## src/rtl/motor_pwm_driver.sv

```systemverilog
// Converts 2-bit DriveA/DriveB movement codes into L298N-style H-bridge signals
// with soft-start ramping and dead time on direction reversal.
module motor_pwm_driver #(
    parameter int unsigned PERIOD       = 100,
    parameter int unsigned DUTY_SLOW    = 50,
    parameter int unsigned DUTY_FULL    = 100,
    parameter int unsigned DUTY_REV     = 60,
    parameter int unsigned RAMP_STEP    = 10,
    parameter int unsigned DEAD_PERIODS = 2
) (
    input  logic       ACLK,
    input  logic       ARESETn,
    input  logic [1:0] DriveA,
    input  logic [1:0] DriveB,
    output logic       ENA,
    output logic       IN1,
    output logic       IN2,
    output logic       ENB,
    output logic       IN3,
    output logic       IN4
);

    localparam int unsigned CW  = (PERIOD > 1) ? $clog2(PERIOD) : 1;
    localparam int unsigned DW  = $clog2(PERIOD + 1);
    localparam int unsigned XW  = DW + 1;
    localparam int unsigned DCW = (DEAD_PERIODS > 1) ? $clog2(DEAD_PERIODS) : 1;

    // Direction values double as the {INx_fwd, INx_rev} bridge pair.
    localparam logic [1:0] DIR_NONE = 2'b00;
    localparam logic [1:0] DIR_FWD  = 2'b10;
    localparam logic [1:0] DIR_REV  = 2'b01;

    typedef enum logic [1:0] {
        ST_IDLE = 2'd0,
        ST_RUN  = 2'd1,
        ST_DEAD = 2'd2
    } state_t;

    typedef struct packed {
        state_t         st;
        logic [1:0]     dir;
        logic [DW-1:0]  duty;
        logic [DCW-1:0] dead;
    } chan_t;

    logic [CW-1:0] cnt_q, cnt_n;
    chan_t         cha_q, cha_n, chb_q, chb_n;
    logic          ena_n, enb_n;

    // Per-channel boundary update: ramp up, immediate ramp down, dead time on reversal.
    function automatic chan_t chan_next(input chan_t cur, input logic [1:0] code);
        chan_t          nxt;
        logic [1:0]     tdir;
        logic [XW-1:0]  tduty;
        logic [XW-1:0]  first;
        logic [XW-1:0]  ramp;
        nxt = cur;
        case (code)
            2'b01:   begin tdir = DIR_FWD;  tduty = XW'(DUTY_SLOW); end
            2'b10:   begin tdir = DIR_FWD;  tduty = XW'(DUTY_FULL); end
            2'b11:   begin tdir = DIR_REV;  tduty = XW'(DUTY_REV);  end
            default: begin tdir = DIR_NONE; tduty = '0;             end
        endcase
        first = (XW'(RAMP_STEP) < tduty) ? XW'(RAMP_STEP) : tduty;
        ramp  = XW'(cur.duty) + XW'(RAMP_STEP);
        if (ramp > tduty) begin
            ramp = tduty;
        end
        case (cur.st)
            ST_IDLE: begin
                if (tdir != DIR_NONE) begin
                    nxt.st   = ST_RUN;
                    nxt.dir  = tdir;
                    nxt.duty = DW'(first);
                end
            end
            ST_RUN: begin
                if (tdir == DIR_NONE) begin
                    nxt = '0;
                end else if (tdir != cur.dir) begin
                    nxt.st   = ST_DEAD;
                    nxt.dir  = DIR_NONE;
                    nxt.duty = '0;
                    nxt.dead = DCW'(DEAD_PERIODS - 1);
                end else if (tduty > XW'(cur.duty)) begin
                    nxt.duty = DW'(ramp);
                end else begin
                    nxt.duty = DW'(tduty);
                end
            end
            ST_DEAD: begin
                if (tdir == DIR_NONE) begin
                    nxt = '0;
                end else if (cur.dead != '0) begin
                    nxt.dead = cur.dead - DCW'(1);
                end else begin
                    nxt.st   = ST_RUN;
                    nxt.dir  = tdir;
                    nxt.duty = DW'(first);
                end
            end
            default: nxt = '0;
        endcase
        return nxt;
    endfunction

    // Next-state: shared period counter, boundary sampling, registered output values.
    always_comb begin
        cnt_n = cnt_q + CW'(1);
        cha_n = cha_q;
        chb_n = chb_q;
        if (cnt_q == CW'(PERIOD - 1)) begin
            cnt_n = '0;
            cha_n = chan_next(cha_q, DriveA);
            chb_n = chan_next(chb_q, DriveB);
        end
        ena_n = XW'(cnt_n) < XW'(cha_n.duty);
        enb_n = XW'(cnt_n) < XW'(chb_n.duty);
    end

    always_ff @(posedge ACLK or negedge ARESETn) begin
        if (!ARESETn) begin
            cnt_q      <= '0;
            cha_q      <= '0;
            chb_q      <= '0;
            ENA        <= 1'b0;
            ENB        <= 1'b0;
            {IN1, IN2} <= DIR_NONE;
            {IN3, IN4} <= DIR_NONE;
        end else begin
            cnt_q      <= cnt_n;
            cha_q      <= cha_n;
            chb_q      <= chb_n;
            ENA        <= ena_n;
            ENB        <= enb_n;
            {IN1, IN2} <= cha_n.dir;
            {IN3, IN4} <= chb_n.dir;
        end
    end

endmodule
```

## config.mk

```make
export PLATFORM = sky130hd
export DESIGN_NAME = motor_pwm_driver
export DESIGN_NICKNAME = d
export VERILOG_FILES = /design/src/rtl/motor_pwm_driver.sv
export SDC_FILE = /design/constraint.sdc
export NUM_CORES = 1
export LEC_CHECK = 0
export ABC_AREA = 0
export CAP_MARGIN = 10
export CORE_ASPECT_RATIO = 1.5
export CORE_MARGIN = 8
export CORE_UTILIZATION = 39
export CTS_CLUSTER_DIAMETER = 200
export DETAILED_ROUTE_END_ITERATION = 16
export PLACE_DENSITY = 0.64
export SYNTH_ARGS = -nofsm -noshare
export SYNTH_HDL_FRONTEND = slang
export SYNTH_SLANG_ARGS = --single-unit
```

## constraint.sdc

```tcl
create_clock -name ACLK -period 4.8 [get_ports ACLK]
set_clock_uncertainty 0.2 [all_clocks]
set_input_delay 0.72 -clock ACLK [delete_from_list [all_inputs] [get_ports ACLK]]
set_output_delay 0.72 -clock ACLK [all_outputs]
set_load 0.02 [all_outputs]
```

==> impl_metrics.tcl, run 1 <==
set metrics [dict create \
    status "completed" \
    r2r-start "chb_q[2]" \
    cp-start-kind "primary input" \
    cts_max_level 2 \
    ys_seq_area_share_pct 23.4 \
    dp_hpwl_um 7390 \
    ys_types 70 \
    tns_ps 0 \
    ys_ff_latch 33 \
    p_total_mw 0.699 \
    worstHoldPathCells 2 \
    hold_ws_ps 337 \
    leakagePower_nw 1.72 \
    min_path_type "register to register" \
    place.gp.congestion 1.00 \
    grt_pass1_wl_um 15700 \
    synth_cells 390 \
    clk_path_buf_depth 2 \
    worst_pin_slew_ps 740 \
    synth_area_um2 3520 \
    overflow 0 \
    rrSetupSlack_ps 730 \
    fin_crit_sh_pct 93.3 \
    fp.dieH_um 132 \
    layout_setup_ws_ps 323 \
    finalSetupViolCount 0 \
    crit_path_end_kind "register" \
    final_hold_viol_count 0 \
    num-fill-cells 902 \
    io_buffers 11 \
    drive_gt1_share_pct 10.3 \
    synthTopCellsByArea "dfrtp_1, ha_1, a21oi_1, inv_1, xnor2_1" \
    grt_max_degree 34 \
    drt.antenna.violating_nets 0 \
    grt_setup_unrepaired "false" \
    grt_usage_pct 15.9 \
    ir_worst_vdd_mv 0.116 \
    hp-start "cha_q[11]" \
    cpPeakStageDelay_ps 560 \
    cp_cell_sequence "clkdlybuf4s50_1, inv_1, ha_2, inv_1, nand2_1, ha_1, nand3_1, or4_4, o31ai_4, a21oi_1, a311oi_2, ha_1, a21o_1, a21o_1, a21oi_1, nand3_1, o21ai_0" \
    preCtsSetupSlack_ps -158 \
    required_ps 4780 \
    cts_resized 0 \
    dieArea_um2 12400 \
    synth_area_leader_cell "dfrtp_1" \
    start_util_pct 39.9 \
    wirelength_um 9330 \
    final_cells 518 \
    synth-edff-count 0 \
    fmax_ghz 0.223 \
    fp-row-count 42 \
    vias_per_cell 5.98 \
    firstDrtPassIters 5 \
    num_vias 3099 \
    dp_cells 510 \
    n_antenna_cell 0 \
    ys_warn_count 0 \
    postCtsSetupRepairBufs 0 \
    period_minus_slack_ps 4480 \
    numCtsBuffers 5 \
    final_max_slew_viol_count 0 \
    cts.sink_count 33 \
    cts_tree "done" \
    cap_violations 0 \
    cp.arrival_ps 4460 \
    synth_top_area_share_pct 23.4 \
    synth_async_sr_flop_share_pct 100 \
    reg2regPathDepth 15 \
    synthFlopType "dfrtp_1" \
    boundaryPins 12 \
    fp.dieW_um 93.6 \
    core_area_um2 8830 \
    cts.hold.buffers_added 0 \
    final_nets 474 \
    relSlewSlack_pct 50.3 \
    cts_root_buf "clkbuf_16" \
    grt_pass1_vias 3128 \
    crit_type "primary input to register" \
    powerDensity_nw_per_um2 177 \
    slowest_stage "clkdlybuf4s50_1" \
    drt_drc_violations_left 0 \
    r2r-end "ENB" \
    drt-wirelength-per-cell_um 18.0 \
    drtIter0Drc 130 \
    clk_latency_ps 280 \
    synth.avg_cell_area_um2 9.04 \
    synthesis.nets 457 \
    path_clk_slew_ps 50 \
    antenna_found_initial 0 \
    cp_max_fo 9 \
    area_growth_pct 11.7 \
    min_to "cha_q[11]" \
]
[power breakdown]
group	switching [mW]	total, mW	internal (mW)
registers	0.000933	0.280	0.279
logic	0.0631	0.103	0.0403
clock network	0.125	0.315	0.191
[state kept, by name, summed over array words and instances (netlist names)]
| name | flops |
|---|---|
| chb_q | 11 |
| IN3 | 1 |
| IN1 | 1 |
| ENB | 1 |
| cha_q | 11 |
| cnt_q | 7 |
| ENA | 1 |
[cell usage in the layout, fill, tap and decap left out, types with 6 or more instances in the layout]
master            n
o31ai_1           6
a21o_1            8
xnor2_1          12
nor3_1            6
inv_1            34
nand2_1          21
a21oi_1          30
clkdlybuf4s50_1  10
o21ai_0          19
ha_1             58
dfrtp_1          33
nor2_1           12
nand3_1          18
nand4_1           7
a211oi_1          6
buf_4             9
[kinds of logic after synthesis]
family,Yosys count,synth area share [%]
xor+xnor,16,3.98
fa+ha+maj,61,21.7
simple gates,106,18.3
compound gates,130,27.1
buf+inv,44,5.54
flops,33,23.4
[worst max-delay path by stage]
| stage | from | endpoint | cells past startpoint |
|---|---|---|---|
| CTS | DriveB[1] | ENB | 17 |
| detailed placement | DriveB[1] | ENB | 17 |
| finish | DriveB[0] | ENB | 17 |
| global placement | DriveB[1] | ENB | 17 |
| global route | DriveB[0] | ENB | 17 |
| floorplan | DriveB[0] | ENB | 17 |
[per-stage QoR]
| step | util (%) | instance area, um2 |
|---|---|---|
| after floorplan | - | 3520 |
| after global placement | 42.7 | 3770 |
| after detailed placement | 42.7 | 3770 |
| after CTS | 44.3 | 3910 |
| after global routing | 44.6 | 3940 |
| final | 44.6 | 3940 |
[cell usage after synthesis, types with 3 or more instances]
master / instances
clkbuf_1: 3
buf_6: 3
xor2_1: 4
buf_2: 3
nand4_1: 7
a2bb2oi_1: 4
nor2_1: 12
o21ai_0: 19
a22oi_1: 5
nand2_1: 21
nand2b_1: 3
nor2b_1: 5
a32oi_1: 3
dfrtp_1: 33
ha_1: 61
inv_1: 34
a21oi_1: 30
nand3_1: 18
a311oi_1: 5
and3_1: 5
o22ai_1: 4
o31ai_1: 6
xnor2_1: 12
and2_1: 4
a311o_1: 5
a211oi_1: 6
o211ai_1: 5
nor3_1: 6
a21o_1: 8
o211a_1: 3
[final cells by class]
class / instances / area (um2) / share of cell area (%)
Inverter: 34 / 128 / 3.24
Sequential cell: 33 / 826 / 21.0
Clock inverter: 2 / 10.0 / 0.254
Tap cell: 110 / 138 / 3.50
Multi-Input combinational cell: 313 / 2530 / 64.2
Timing Repair Buffer: 20 / 180 / 4.58
Clock buffer: 6 / 129 / 3.27
[per-layer routing]
metal  global-route usage, %  up-vias  share of wire (%)
met3                    1.93       33                3.6
li1                        -     1505                  -
met1                    16.2     1473                 38
met4                    11.7        0                6.0
met5                       0        -                  0
met2                    28.6       88                 53
[worst max-delay path, delay by kind of cell]
family / cells / cell delay [ps]
buf+inv: 3 / 760
simple gates: 4 / 740
fa+ha+maj: 3 / 850
compound gates: 7 / 1380
No activity file was read; power rests on OpenSTA's default activity.
==> run 2: changes to the inputs <==
--- a/config.mk
+++ b/config.mk
@@ -5,7 +5,6 @@
 export SDC_FILE = /design/constraint.sdc
 export NUM_CORES = 1
 export LEC_CHECK = 0
-export ABC_AREA = 0
 export CAP_MARGIN = 10
 export CORE_ASPECT_RATIO = 1.5
 export CORE_MARGIN = 8
==> results of run 2 <==
Same layout as run 1: the final DEF is identical, and so are final timing and power.
==> run 3: changes to the inputs <==
--- a/config.mk
+++ b/config.mk
@@ -11,6 +11,7 @@
 export CORE_UTILIZATION = 39
 export CTS_CLUSTER_DIAMETER = 200
 export DETAILED_ROUTE_END_ITERATION = 16
+export GPL_ROUTABILITY_DRIVEN = 0
 export PLACE_DENSITY = 0.64
 export SYNTH_ARGS = -nofsm -noshare
 export SYNTH_HDL_FRONTEND = slang
==> impl_metrics.tcl, run 3 (same netlist as run 1, synthesis figures left out) <==
set metrics [dict create \
    start_util_pct 39.9 \
    vias_per_cell 6.03 \
    boundaryPins 12 \
    drive_gt1_share_pct 10.7 \
    ir_worst_vdd_mv 0.136 \
    min_path_type "register to register" \
    dp_hpwl_um 7280 \
    wirelength_um 9150 \
    antenna_found_initial 0 \
    drtIter0Drc 107 \
    utilization_pct 44.8 \
    crit_path_end_kind "register" \
    grt_pass1_wl_um 15500 \
    seq_area_um2 826 \
    final_hold_viol_count 0 \
    cap_violations 0 \
    final_common_cell "ha_1" \
    reg_top3 "cha_q x11, chb_q x11, cnt_q x7" \
    drt_drc_violations_left 0 \
    numCtsBuffers 5 \
    clk_path_buf_depth 2 \
    num_vias 3144 \
    grt_max_degree 34 \
    relSlewSlack_pct 46.2 \
    fmax_ghz 0.224 \
    grt_pass1_vias 3290 \
    worst_pin_slew_ps 807 \
    grt_usage_pct 15.3 \
    final_max_slew_viol_count 0 \
    firstDrtPassIters 4 \
    cp-start-kind "primary input" \
    fp.dieW_um 93.6 \
    cts_tree "done" \
    required_ps 4790 \
    cts_max_level 2 \
    n_antenna_cell 0 \
    powerDensity_nw_per_um2 179 \
    clk_latency_ps 280 \
    overflow 0 \
    p_total_mw 0.707 \
    final_nets 477 \
    cp.arrival_ps 4460 \
    multi_input_area_um2 2510 \
    fp.dieH_um 132 \
    fp-row-count 42 \
    status "completed" \
    dieArea_um2 12400 \
    crit_type "primary input to register" \
    path_clk_slew_ps 60 \
    io_buffers 11 \
    drt.antenna.violating_nets 0 \
    finalSetupViolCount 0 \
    cts_root_buf "clkbuf_16" \
    area_growth_pct 12.1 \
    fin_crit_sh_pct 93.1 \
    cp_max_fo 9 \
    num-fill-cells 888 \
    final_cell_mix "ha_1, inv_1, dfrtp_1" \
    cts.hold.buffers_added 0 \
    core_area_um2 8830 \
    period_minus_slack_ps 4470 \
    drt-wirelength-per-cell_um 17.6 \
    rrSetupSlack_ps 770 \
    cts.sink_count 33 \
    leakagePower_nw 1.72 \
]
## run 3: cell types whose count changed in the layout (fill, tap and decap cells not counted), sizes merged
cell           previous run  this run
buf                       9        12
clkinvlp                  0         3
clkinv                    2         0
clkbuf                    6         5
clkdlybuf4s50            10        11
dlymetal6s2s              1         0
## run 3: repair_timing
| item | 4_1_cts | 5_1_grt |
|---|---|---|
| resized for setup | 0 | 2 |
| endpoints found under the setup margin | 0 | 1 |
| buffers inserted | 0 | 3 |
## run 3: layer usage
metal | GRT usage, % | routed length, um | share of wire [%] | up-vias
met1 | 15.2 | 3570 | 39 | 1528
li1 | - | - | - | 1511
met5 | 0 | 0 | 0 | -
met4 | 11.4 | 538 | 5.9 | 0
met2 | 27.9 | 4830 | 53 | 68
met3 | 2.04 | 203 | 2.2 | 37
## run 3: worst paths after layout
path,from,end,cells past startpoint
setup / recovery,DriveB[1],ENB,18
hold / removal,cnt_q[0],cnt_q[0],1
setup reg to reg,cha_q[2],ENA,15
hold reg to reg,cnt_q[0],cnt_q[0],1
max in group asynchronous,ARESETn,cha_q[8],2
min in group asynchronous,ARESETn,ENB,2
## run 3: cell type report
type / count / share of cell area (%)
clock buffers: 5 / 3.17
clock inverters: 3 / 0.570
inverters: 34 / 3.23
multi-input cells: 313 / 63.6
flip-flops and latches: 33 / 20.9
well taps: 110 / 3.48
repair buffers: 23 / 5.07
## run 3: power breakdown
part,switching (mW),internal (mW),leakage (nW)
clock,0.129,0.192,0.0621
sequential,0.00100,0.279,0.412
combinational,0.0634,0.0427,1.25
total,0.194,0.513,1.72
## run 3: per-stage QoR
stage	TNS (ps)	hold slack, ps	area, um2	worst slack (ps)	cells
2_1_floorplan	0	224	3520	971	390
3_3_place_gp	-10.5	312	3770	-10.5	510
3_5_place_dp	-31.5	322	3770	-31.5	510
4_1_cts	0	327	3920	241	518
5_1_grt	-7.50	362	3950	-7.50	521
6_report	0	321	3950	329	521
## run 3: worst max-delay path, stage by stage
cell             delay (ps)
clkdlybuf4s50_1         500
inv_1                   150
ha_1                    240
inv_1                   100
nand2_1                 110
nand2_1                  80
ha_1                    280
nand3_1                  80
or4_4                   500
o31ai_4                 140
a21oi_1                 180
a311oi_2                250
ha_1                    300
a21o_1                  170
a21o_1                  190
a21oi_1                 180
nand3_1                  90
o21ai_0                 180
